<file path="config.mk">
export PLATFORM = sky130hd
export DESIGN_NAME = multiplier_control
export DESIGN_NICKNAME = d
export VERILOG_FILES = /design/src/rtl/multiplier_control.sv
export SDC_FILE = /design/constraint.sdc
export NUM_CORES = 1
export LEC_CHECK = 0
export ABC_AREA = 1
export CORE_AREA = 2 2 39 41
export CTS_CLUSTER_SIZE = 14
export DETAILED_ROUTE_END_ITERATION = 7
export DIE_AREA = 0 0 41 43
export PLACE_DENSITY = 0.54
export SYNTH_ARGS = -nofsm -noshare
export SYNTH_HDL_FRONTEND = slang
export SYNTH_SLANG_ARGS = --single-unit
</file>
<file path="constraint.sdc">
create_clock -name Clk -period 1.2 [get_ports Clk]
set_input_delay 0.24 -clock Clk [delete_from_list [all_inputs] [get_ports Clk]]
set_output_delay 0.24 -clock Clk [all_outputs]
set_load 0.005 [all_outputs]
</file>
<file path="src/rtl/multiplier_control.sv">
// Control sequencer for the signed shift-add multiplier.
// Walks CLR -> (ADD, SHIFT) x N_BITS -> HOLD and decodes the datapath strobes
// directly from state, iteration count and the fed-back multiplier LSB M.
module multiplier_control #(
    parameter int N_BITS = 8
) (
    input  logic Clk,
    input  logic Reset,
    input  logic Run,
    input  logic ClearA_LoadB,
    input  logic M,
    output logic Clr_XA,
    output logic Ld_B,
    output logic Ld_XA,
    output logic Shift_En,
    output logic Fn,
    output logic Busy,
    output logic Done
);

    localparam int CW = $clog2(N_BITS);
    localparam logic [CW-1:0] LAST = CW'(N_BITS - 1);

    typedef enum logic [2:0] {
        IDLE  = 3'd0,
        CLR   = 3'd1,
        ADD   = 3'd2,
        SHIFT = 3'd3,
        HOLD  = 3'd4
    } state_e;

    state_e          state_q, state_d;
    logic [CW-1:0]   cnt_q, cnt_d;

    // Next-state and iteration counter; Run is only looked at in IDLE and HOLD,
    // so releasing the button mid-operation never aborts it.
    always_comb begin
        state_d = state_q;
        cnt_d   = cnt_q;
        unique case (state_q)
            IDLE:  if (Run) state_d = CLR;
            CLR: begin
                cnt_d   = '0;
                state_d = ADD;
            end
            ADD:   state_d = SHIFT;
            SHIFT: begin
                if (cnt_q == LAST) begin
                    cnt_d   = '0;
                    state_d = HOLD;
                end else begin
                    cnt_d   = cnt_q + 1'b1;
                    state_d = ADD;
                end
            end
            HOLD:  if (!Run) state_d = IDLE;
            default: begin
                state_d = IDLE;
                cnt_d   = '0;
            end
        endcase
    end

    // State registers with synchronous reset; reset aborts any operation.
    always_ff @(posedge Clk) begin
        if (Reset) begin
            state_q <= IDLE;
            cnt_q   <= '0;
        end else begin
            state_q <= state_d;
            cnt_q   <= cnt_d;
        end
    end

    // Output decode; the final iteration subtracts because the multiplier MSB
    // carries negative weight in two's complement.
    always_comb begin
        Clr_XA   = 1'b0;
        Ld_B     = 1'b0;
        Ld_XA    = 1'b0;
        Shift_En = 1'b0;
        Fn       = 1'b0;
        Busy     = 1'b0;
        Done     = 1'b0;
        unique case (state_q)
            IDLE: begin
                // Run has priority: a simultaneous load request is dropped.
                if (!Run && ClearA_LoadB) begin
                    Ld_B   = 1'b1;
                    Clr_XA = 1'b1;
                end
            end
            CLR: begin
                Clr_XA = 1'b1;
                Busy   = 1'b1;
            end
            ADD: begin
                Busy  = 1'b1;
                Ld_XA = M;
                Fn    = (cnt_q == LAST);
            end
            SHIFT: begin
                Shift_En = 1'b1;
                Busy     = 1'b1;
            end
            HOLD:  Done = 1'b1;
            default: ;
        endcase
    end

endmodule

</file>
[After elaboration in Yosys (flattened, before gate mapping)]
Cells that the tools add are included.
Word-level totals
  bits in registers: 6
  input bits: 5
  output and inout port bits: 7
  logic and storage cells: 30
Operators by class
  add/sub/neg operators: 1
  equality and inequality tests: 7
  muxes and demuxes: 14
  reductions and logical operators: 6
Operators by type and width (number)
  $pmux 3 s5: 1
  $mux 3: 4
  $mux 1: 7
  $eq 3x2->1 const B: 2
  $eq 3x3->1 const B: 2
  $pmux 3 s2: 1
  $reduce_or 3->1: 2
  $ne 2x2->1 const B: 2
  $add 3x1->3 const B: 1
  $eq 3x1->1 const B: 1
  $logic_not 3->1: 1
  $pmux 1 s2: 1
  $reduce_and 2->1: 1
  $logic_and 1x1->1: 1
  $logic_not 1->1: 1

[Longest topological paths before layout]
Gate-level depths: netlist (run 1).
  depth after elaboration: 4
  mapped depth: 5
  depth with buffers taken out: 5

[Worst setup path before layout (run 1)]
OpenSTA, ideal clock, no wires.
  path type: reg2out
  start point: register cnt_q[0]
  end point: output Fn
  arrival time: 799 ps
  data required time: 960 ps
  setup slack: 161 ps
  stages on the path, launching flop included: 5
  path buffers: 0
  cell sequence: dfxtp_1 > ha_1 > ha_1 > inv_1 > nor2_1
Between the ends
  cells in the longest elaborated chain, start to end: 2
RTL lines
  from (decl): line 33  | logic [CW-1:0] cnt_q, cnt_d;
  from (signal assigned): line 71  | cnt_q <= cnt_d;
  $eq 3x3->1: line 100  | Fn = (cnt_q == LAST);
  $mux 1: line 85  | unique case (state_q)
  to (decl): line 16  | output logic Fn,
No other way between the ends.

[Final worst setup path (run 1)]
Ends and elaborated chain as after synthesis.

==> results.toml, run 1 <==
[synth]
syn_nets = 53
synth_cells = 46
synth.distinct_cells = 12
yosysWarnings = 0
ys_seq_elements = 6
ys_seq_area_frac = 0.381
syn-cell-area_um2 = 315
avgSynthCellArea_um2 = 6.85

[floorplanning]
initial_utilization = 0.228
die_h_um = 43
ios = 12
die_w_um = 41
core-area_um2 = 1380
rows = 14
dieArea_um2 = 1760

[cts]
clk_pin_slew_ns = 0.05
cts_buffers = 3
clock_latency_ns = 0.24
h-tree-depth = 1
cts_tree = "yes"
cts_hold_buffers = 0
cts.sinks = 6
root_buffer = "clkbuf_4"
cts_buffer_depth = 2

[power_and_ir_drop]
powerDensity_nw_per_um2 = 853
peakVddDrop_v = 0.000392
intPower_uw = 390
p_leak_uw = 0.000287
power.share.clock = 0.353
switching_share = 0.252
combPwrFrac = 0.236
pwr-share-seq = 0.412
switchingPower_uw = 132

[route]
firstDrtPassIters = 2
drt_iter0_drc = 6
drc = 0
drt-total-wl_um = 817
wl_per_cell_um = 9.08
vias = 380
antenna_left = 0
vias_per_cell = 4.22

[timing]
tightest_slew_ns = 0.264
fin_skew_ns = 0.000813
final_hold_viol_count = 0
fin_crit_sh = 1.09
setup_viol = 7
finalCriticalPeriod_ns = 1.31
slew_headroom = 0.824
hold-worst-slack_ns = 0.488
maxSlewViolCount = 0
worst_slack_ns = -0.114
rsz0062_at_grt = "true"
fmax_mhz = 761
fin_setup_tns_ns = -0.512

[final_layout]
drive_gt1_frac = 0.568
multi_input_area_um2 = 228
mostFrequentLayoutCells = "12 x buf_4, 9 x nand2_1, 7 x buf_2, 6 x a21oi_1, 5 x nor2_1"
areaGrowthSynthToFinish_pct = 94.0
fillCellCount = 155
nets = 83
final_common_cell = "buf_4"
diodes = 0
regArea_um2 = 131

[global_routing]
grt_pass1_vias = 319
grt_max_degree = 7
grt-ovfl-total = 0
grt_pass1_wl_mm = 1.24
track_usage = 0.105
antenna_found_initial = 0

[status]
violations = "setup timing"
outcome = "complete, but fails checks"

[worst_setup_path]
cpLargestDelayFamily = "flip-flops"
critical_path_class = "reg2out"
critPathMaxStageDelay_ns = 0.33
critical_path.max_fanout = 2
crit_chain = "ha_4 > ha_4 > inv_2 > nor2_1 > buf_2"
cp.arrival_ns = 1.07
critPathSlowestCell = "dfxtp_2"
endpoint_kind = "output pin"
crit_required_ns = 0.96
start_kind = "flop"
crit_top_cell = "ha_4"
crit_buf_inv = 2

[hold_path]
hp-class = "reg2reg"

[flow_run]
drv_cap = 0

[placement]
portBuffers = 11
routabilityCongestion = 0.654
==> cells in the mapped netlist, drive strengths merged <==
library cell  instances  share of area
dfxtp                 6           0.38
o211ai                1          0.024
o21ai                 2          0.032
nor3                  1          0.016
nand3                 2          0.032
nand2                11           0.14
inv                   6          0.071
a21oi                 6          0.095
ha                    2          0.079
nor2                  9           0.13
==> per-layer routing <==
| metal | global-route usage | routed length (um) | share of wire | vias up |
|---|---|---|---|---|
| met3 | 0.0157 | 59 | 0.072 | 0 |
| li1 | - | - | - | 207 |
| met2 | 0.141 | 378 | 0.46 | 12 |
| met1 | 0.143 | 379 | 0.46 | 161 |
| met4 | 0.0800 | 0 | 0 | 0 |
| met5 | 0 | 0 | 0 | - |
==> worst min-delay path, delay by kind of cell (launching register included) <==
| kind | cells | cell delay, ns |
|---|---|---|
| flip-flops | 1 | 0.33 |
| AO/OA/AOI/OAI | 1 | 0.05 |
| AND/OR/NAND/NOR | 1 | 0.06 |
==> sequential cells by signal, indices dropped and copies added, names as in the netlist <==
signal / cells
cnt_q: 3
state_q: 3
==> layout make-up <==
class	count	share of cell area
clock buffer	3	0.0368
inverter	6	0.0368
timing repair buffer	25	0.307
sequential	6	0.215
tap	16	0.0327
multi-input combinational	34	0.372
==> worst paths after layout <==
kind / start / endpoint / slack [ns] / cells after the start
worst max-delay path: cnt_q[0]$_SDFFE_PP0N_ / Fn / -0.11 / 5
worst min-delay path: cnt_q[1]$_SDFFE_PP0N_ / cnt_q[1]$_SDFFE_PP0N_ / 0.49 / 2
worst max register to register: cnt_q[0]$_SDFFE_PP0N_ / cnt_q[0]$_SDFFE_PP0N_ / 0.10 / 6
worst min register to register: cnt_q[1]$_SDFFE_PP0N_ / cnt_q[1]$_SDFFE_PP0N_ / 0.49 / 2
==> power groups by stage <==
stage	combinational, uW	sequential [uW]	clock, uW
after floorplan	34.4	218	0
after global placement	107	218	0
after detailed placement	107	219	0
after CTS	122	216	194
after global routing	136	215	203
final	123	215	184
==> kinds of logic (layout without fill, tap and decap cells) <==
kind of cell             count (synthesis)  in the layout  synth area share
AO/OA/AOI/OAI                            9              9             0.151
adder cells (fa/ha/maj)                  2              2            0.0794
buffers and inverters                    6             34            0.0714
flip-flops                               6              6             0.381
AND/OR/NAND/NOR                         23             23             0.317
==> through the flow <==
step	total power (uW)	cells	utilization	worst slack, ns	cell area [um^2]
global route	554	90	0.442	-0.175	612
detailed placement	326	83	0.376	-0.482	520
finish	522	90	0.442	-0.114	612
floorplan	252	46	-	0.161	315
global placement	325	83	0.376	-0.458	520
CTS	532	91	0.439	-0.123	608
==> what timing repair did <==
item | 4_1_cts | 5_1_grt
pin swaps | 3 | 3
setup buffers | 5 | 0
resized for setup | 49 | 4
setup endpoints to repair | 7 | 8
gates cloned | 0 | 0
Power figures use the tool's default switching activity.
==> inputs of run 2 (changes only) <==
--- a/config.mk
+++ b/config.mk
@@ -7,9 +7,11 @@
 export LEC_CHECK = 0
 export ABC_AREA = 1
 export CORE_AREA = 2 2 39 41
+export CTS_CLUSTER_DIAMETER = 80
 export CTS_CLUSTER_SIZE = 14
 export DETAILED_ROUTE_END_ITERATION = 7
 export DIE_AREA = 0 0 41 43
+export GPL_TIMING_DRIVEN = 0
 export PLACE_DENSITY = 0.54
 export SYNTH_ARGS = -nofsm -noshare
 export SYNTH_HDL_FRONTEND = slang
==> run 2 against run 1 <==
Register-to-register slack got worse by 0.03 ns. Wire length rose by 13%. Critical path type unchanged. Highest routed layer is now met4. Clock-buffer cell count did not move. Largest cell class unchanged. The flow still finishes with violations (setup timing). Die area did not move.
==> results.toml, run 2 (synthesis results as in run 1) <==
[final_layout]
diodes = 0
regArea_um2 = 134
finalNonFillerCells = 86
final_util = 0.448
top_regs = "cnt_q: 3 flops, state_q: 3 flops"
multi_input_area_um2 = 254
drive_gt1_frac = 0.600
fillCellCount = 157
mostFrequentLayoutCells = "8 x nand2_1, 8 x buf_4, 7 x buf_2, 5 x a21oi_1"
finalInstanceArea_um2 = 621
nets = 79
areaGrowthSynthToFinish_pct = 96.8

[timing]
rsz0062_at_grt = "true"
worst_slack_ns = -0.116
final_hold_viol_count = 0
slew_headroom = 0.840
fin_crit_sh = 1.10
setup_viol = 6
fmax_mhz = 760
fin_skew_ns = 0.00391
maxSlewViolCount = 0
tightest_slew_ns = 0.239
finalCriticalPeriod_ns = 1.32

[global_routing]
grt_max_degree = 7
grt_pass1_vias = 342
grt_pass1_wl_mm = 1.40
antenna_found_initial = 0
track_usage = 0.122
grt-ovfl-total = 0

[worst_setup_path]
critical_path_class = "reg2out"
cp.arrival_ns = 1.08
rr_worst_depth = 6
start_kind = "flop"
endpoint_kind = "output pin"
crit_required_ns = 0.96
critical_path.max_fanout = 3

[power_and_ir_drop]
p_leak_uw = 0.000278
peakVddDrop_v = 0.000520
powerDensity_nw_per_um2 = 852
finalPower_uw = 529

[placement]
portBuffers = 11
placed_area_um2 = 445
dp_slack_ns = -0.517
dp_hpwl_um = 485
dp.cells = 73
routabilityCongestion = 0.647

[route]
vias = 381
vias_per_cell = 4.43
drt_iter0_drc = 5
wl_per_cell_um = 10.7
drc = 0
firstDrtPassIters = 4
antenna_left = 0
drt-total-wl_um = 924

[floorplanning]
initial_utilization = 0.228
rows = 14
ios = 12
core-area_um2 = 1380
dieArea_um2 = 1760
die_h_um = 43
die_w_um = 41

[hold_path]
hp-class = "in2reg"
min_path_cells = 3

[status]
violations = "setup timing"
outcome = "complete, but fails checks"

[cts]
clock_latency_ns = 0.24
cts.sinks = 6
root_buffer = "clkbuf_4"
clk_pin_slew_ns = 0.05
cts_tree = "yes"
cts_hold_buffers = 0
cts_buffer_depth = 2
h-tree-depth = 1
cts_buffers = 3

[flow_run]
drv_cap = 0
run 2: changes by cell type in the layout (fill, tap and decap cells not counted), sizes merged:
cell           previous run  this run
buf                      21        17
dlygate4sd2               0         1
clkdlybuf4s50             4         2
dlymetal6s2s              0         1
run 2: layout make-up:
type	count	area share
Inverter	6	0.0444
Tap cell	16	0.0323
Sequential cell	6	0.216
Timing Repair Buffer	21	0.262
Clock buffer	3	0.0363
Multi-Input combinational cell	34	0.409
run 2: repair_timing:
action	4_1_cts	5_1_grt
gates resized for setup	57	9
setup endpoints to repair	7	7
pin swaps	9	5
setup buffers	6	4
run 2: metal layers:
metal | routed length (um) | global-route usage
met5 | 0 | 0
met4 | 10 | 0.100
met2 | 477 | 0.203
met3 | 77 | 0.0157
met1 | 358 | 0.123
run 2: worst max-delay path, cell delays in order, from the launching register on:
cell and delay [ns]:
dfxtp_2 0.34, ha_4 0.16, ha_4 0.15, inv_2 0.05
nor2_1 0.03, buf_2 0.11
run 2: where the power goes:
part	total, uW	internal, uW	switching, uW
Sequential	215	204	10.9
Combinational	132	70.8	60.9
Clock	182	113	69.0
run 2: worst paths after layout:
kind	startpoint	to	slack [ns]
max	cnt_q[0]$_SDFFE_PP0N_	Fn	-0.12
min	Run	state_q[2]$_SDFFE_PP0P_	0.45
max reg2reg	cnt_q[0]$_SDFFE_PP0N_	cnt_q[0]$_SDFFE_PP0N_	0.07
min reg2reg	cnt_q[1]$_SDFFE_PP0N_	cnt_q[1]$_SDFFE_PP0N_	0.48
run 2: per-stage QoR:
stage / setup TNS [ns] / hold slack [ns]
6_report: -0.291 / 0.455
5_1_grt: -0.627 / 0.464
4_1_cts: -0.298 / 0.448
3_5_place_dp: -2.29 / 0.464
3_3_place_gp: -2.36 / 0.459
2_1_floorplan: 0 / 0.309
==> inputs of run 3 (changes only) <==
--- a/config.mk
+++ b/config.mk
@@ -12,7 +12,7 @@
 export DETAILED_ROUTE_END_ITERATION = 7
 export DIE_AREA = 0 0 41 43
 export GPL_TIMING_DRIVEN = 0
-export PLACE_DENSITY = 0.54
+export PLACE_DENSITY = 0.56
 export SYNTH_ARGS = -nofsm -noshare
 export SYNTH_HDL_FRONTEND = slang
 export SYNTH_SLANG_ARGS = --single-unit
==> constraint.sdc (replaced) <==
create_clock -name Clk -period 1.15 [get_ports Clk]
set_input_delay 0.23 -clock Clk [delete_from_list [all_inputs] [get_ports Clk]]
set_output_delay 0.23 -clock Clk [all_outputs]
set_load 0.005 [all_outputs]
==> run 3 against run 2 <==
The run still ends with setup timing left. Clock power grew 5%. Global-route usage decreased by 0.21 points. Design area down 0.40%. Wire length decreased by 6.8%. Worst setup slack worse by 0.040 ns. Clock-buffer cell count did not move. Clock skew about the same. Via count fell by 1.8%. Highest routed layer is now met3.
==> results.toml, run 3 (synthesis results as in run 1) <==
[global_routing]
grt_pass1_wl_mm = 1.37
track_usage = 0.120
grt.busiest_layer = "met2"
grt_use_met1 = 0.139
use_met3 = 0.0366
antenna_found_initial = 0
grt-ovfl-total = 0
grt_pass1_vias = 350
groute.layer.met2.usage = 0.169
grt_max_degree = 7

[worst_setup_path]
endpoint_kind = "output pin"
rrSetupSlack_ns = 0.06
critPathSlowestCell = "dfxtp_2"
rr_worst_depth = 7
crit_top_cell = "ha_4"
timing.rr.end = "cnt_q[0]$_SDFFE_PP0N_"
critPathMaxStageDelay_ns = 0.33
cp-startpoint = "cnt_q[0]$_SDFFE_PP0N_"
crit_buf_inv = 2
critical_path_class = "reg2out"
start_kind = "flop"
crit_chain = "ha_4 > ha_4 > inv_2 > nor2_1 > buf_2"
cpLargestDelayFamily = "flip-flops"
r2r_start = "state_q[1]$_SDFFE_PP0P_"
crit_required_ns = 0.92
critical_path.max_fanout = 2
cp.arrival_ns = 1.08

[final_layout]
diodes = 0
nets = 79
top_regs = "cnt_q: 3 flops, state_q: 3 flops"
mostFrequentLayoutCells = "9 x nand2_1, 7 x buf_2, 7 x buf_4, 4 x nor2_1, 4 x a21oi_1"
areaGrowthSynthToFinish_pct = 96.0
fillCellCount = 147
final_common_cell = "nand2_1"
drive_gt1_frac = 0.600

[timing]
rsz0062_at_grt = "true"
tightest_slew_ns = 0.254
fmax_mhz = 766
fin_crit_sh = 1.14
maxSlewViolCount = 0
fin_skew_ns = 0.00407
setup_viol = 7
hold-worst-slack_ns = 0.440
finalCriticalPeriod_ns = 1.31
slew_headroom = 0.830
worst_slack_ns = -0.156
final_hold_viol_count = 0

[cts]
clock_latency_ns = 0.24
cts_buffers = 3
cts.sinks = 6
root_buffer = "clkbuf_4"
clk_pin_slew_ns = 0.05
h-tree-depth = 1
cts_buffer_depth = 2
cts_tree = "yes"

[floorplanning]
initial_utilization = 0.228
die_w_um = 41
core-area_um2 = 1380
dieArea_um2 = 1760
die_h_um = 43
ios = 12
rows = 14

[power_and_ir_drop]
powerDensity_nw_per_um2 = 881
pwr-share-seq = 0.414
p_leak_uw = 0.000274
combPwrFrac = 0.236
switching_share = 0.262
peakVddDrop_v = 0.000417
power.share.clock = 0.350
finalPower_uw = 545
switchingPower_uw = 143
intPower_uw = 402

[route]
drc = 0
antenna_left = 0
vias = 374
vias_per_cell = 4.35
drt_iter0_drc = 2
wl_per_cell_um = 10.0
drt-total-wl_um = 861
firstDrtPassIters = 4

[hold_path]
hp-class = "in2reg"
holdPathEnd = "state_q[0]$_SDFFE_PP0P_"
min-delay-start = "Run"
min_path_cells = 3

[status]
outcome = "complete, but fails checks"
violations = "setup timing"

[placement]
routabilityCongestion = 0.636
portBuffers = 11
dp_hpwl_um = 533

[flow_run]
drv_cap = 0
## run 3: worst register-to-register path, stage by stage (launching register included)
cell     delay, ns
dfxtp_4       0.37
buf_8         0.13
nand2_4       0.05
nor2_4        0.08
buf_4         0.10
buf_4         0.11
nand2_1       0.06
a21oi_2       0.12
## run 3: stage by stage
stage / TNS (ns) / area [um^2] / setup slack (ns) / util / cells
final: -0.582 / 618 / -0.156 / 0.447 / 86
after global placement: -2.61 / 445 / -0.548 / 0.322 / 73
after detailed placement: -2.63 / 445 / -0.545 / 0.322 / 73
after global routing: -1.03 / 618 / -0.212 / 0.447 / 86
after CTS: -0.522 / 571 / -0.163 / 0.412 / 83
after floorplan: 0 / 315 / 0.121 / - / 46
## run 3: how the worst max path moves through the flow
| stage | to | slack, ns | depth (start not counted) |
|---|---|---|---|
| 6_report | Fn | -0.16 | 5 |
| 3_3_place_gp | Clr_XA | -0.55 | 5 |
| 5_1_grt | Fn | -0.21 | 5 |
| 4_1_cts | Fn | -0.16 | 5 |
| 2_1_floorplan | Fn | 0.12 | 4 |
| 3_5_place_dp | Clr_XA | -0.55 | 5 |
## run 3: final cells by class
| cell class | count | area [um^2] | share of cell area |
|---|---|---|---|
| inverters | 6 | 27.5 | 0.0445 |
| multi-input cells | 34 | 250 | 0.405 |
| well taps | 16 | 20.0 | 0.0324 |
| repair buffers | 21 | 164 | 0.265 |
| clock buffers | 3 | 22.5 | 0.0364 |
| flip-flops and latches | 6 | 134 | 0.217 |
## run 3: repair_timing
item | 4_1_cts | 5_1_grt
endpoints found under the setup margin | 7 | 8
pin swaps | 8 | 5
resized for setup | 58 | 7
endpoints found under the hold margin | 0 | 0
hold buffers | 0 | 0
buffers inserted | 7 | 3
## run 3: power by group through the flow
stage	Combinational, uW	Clock, uW	Sequential (uW)
floorplan	35.9	0	227
global placement	83.2	0	229
detailed placement	84.4	0	229
CTS	108	201	224
global route	142	218	225
finish	129	191	225
## run 3: per-layer routing
| layer | vias up | routed length (um) |
|---|---|---|
| met5 | - | 0 |
| met4 | 0 | 0 |
| met3 | 0 | 77 |
| met2 | 12 | 425 |
| met1 | 163 | 358 |
| li1 | 199 | - |
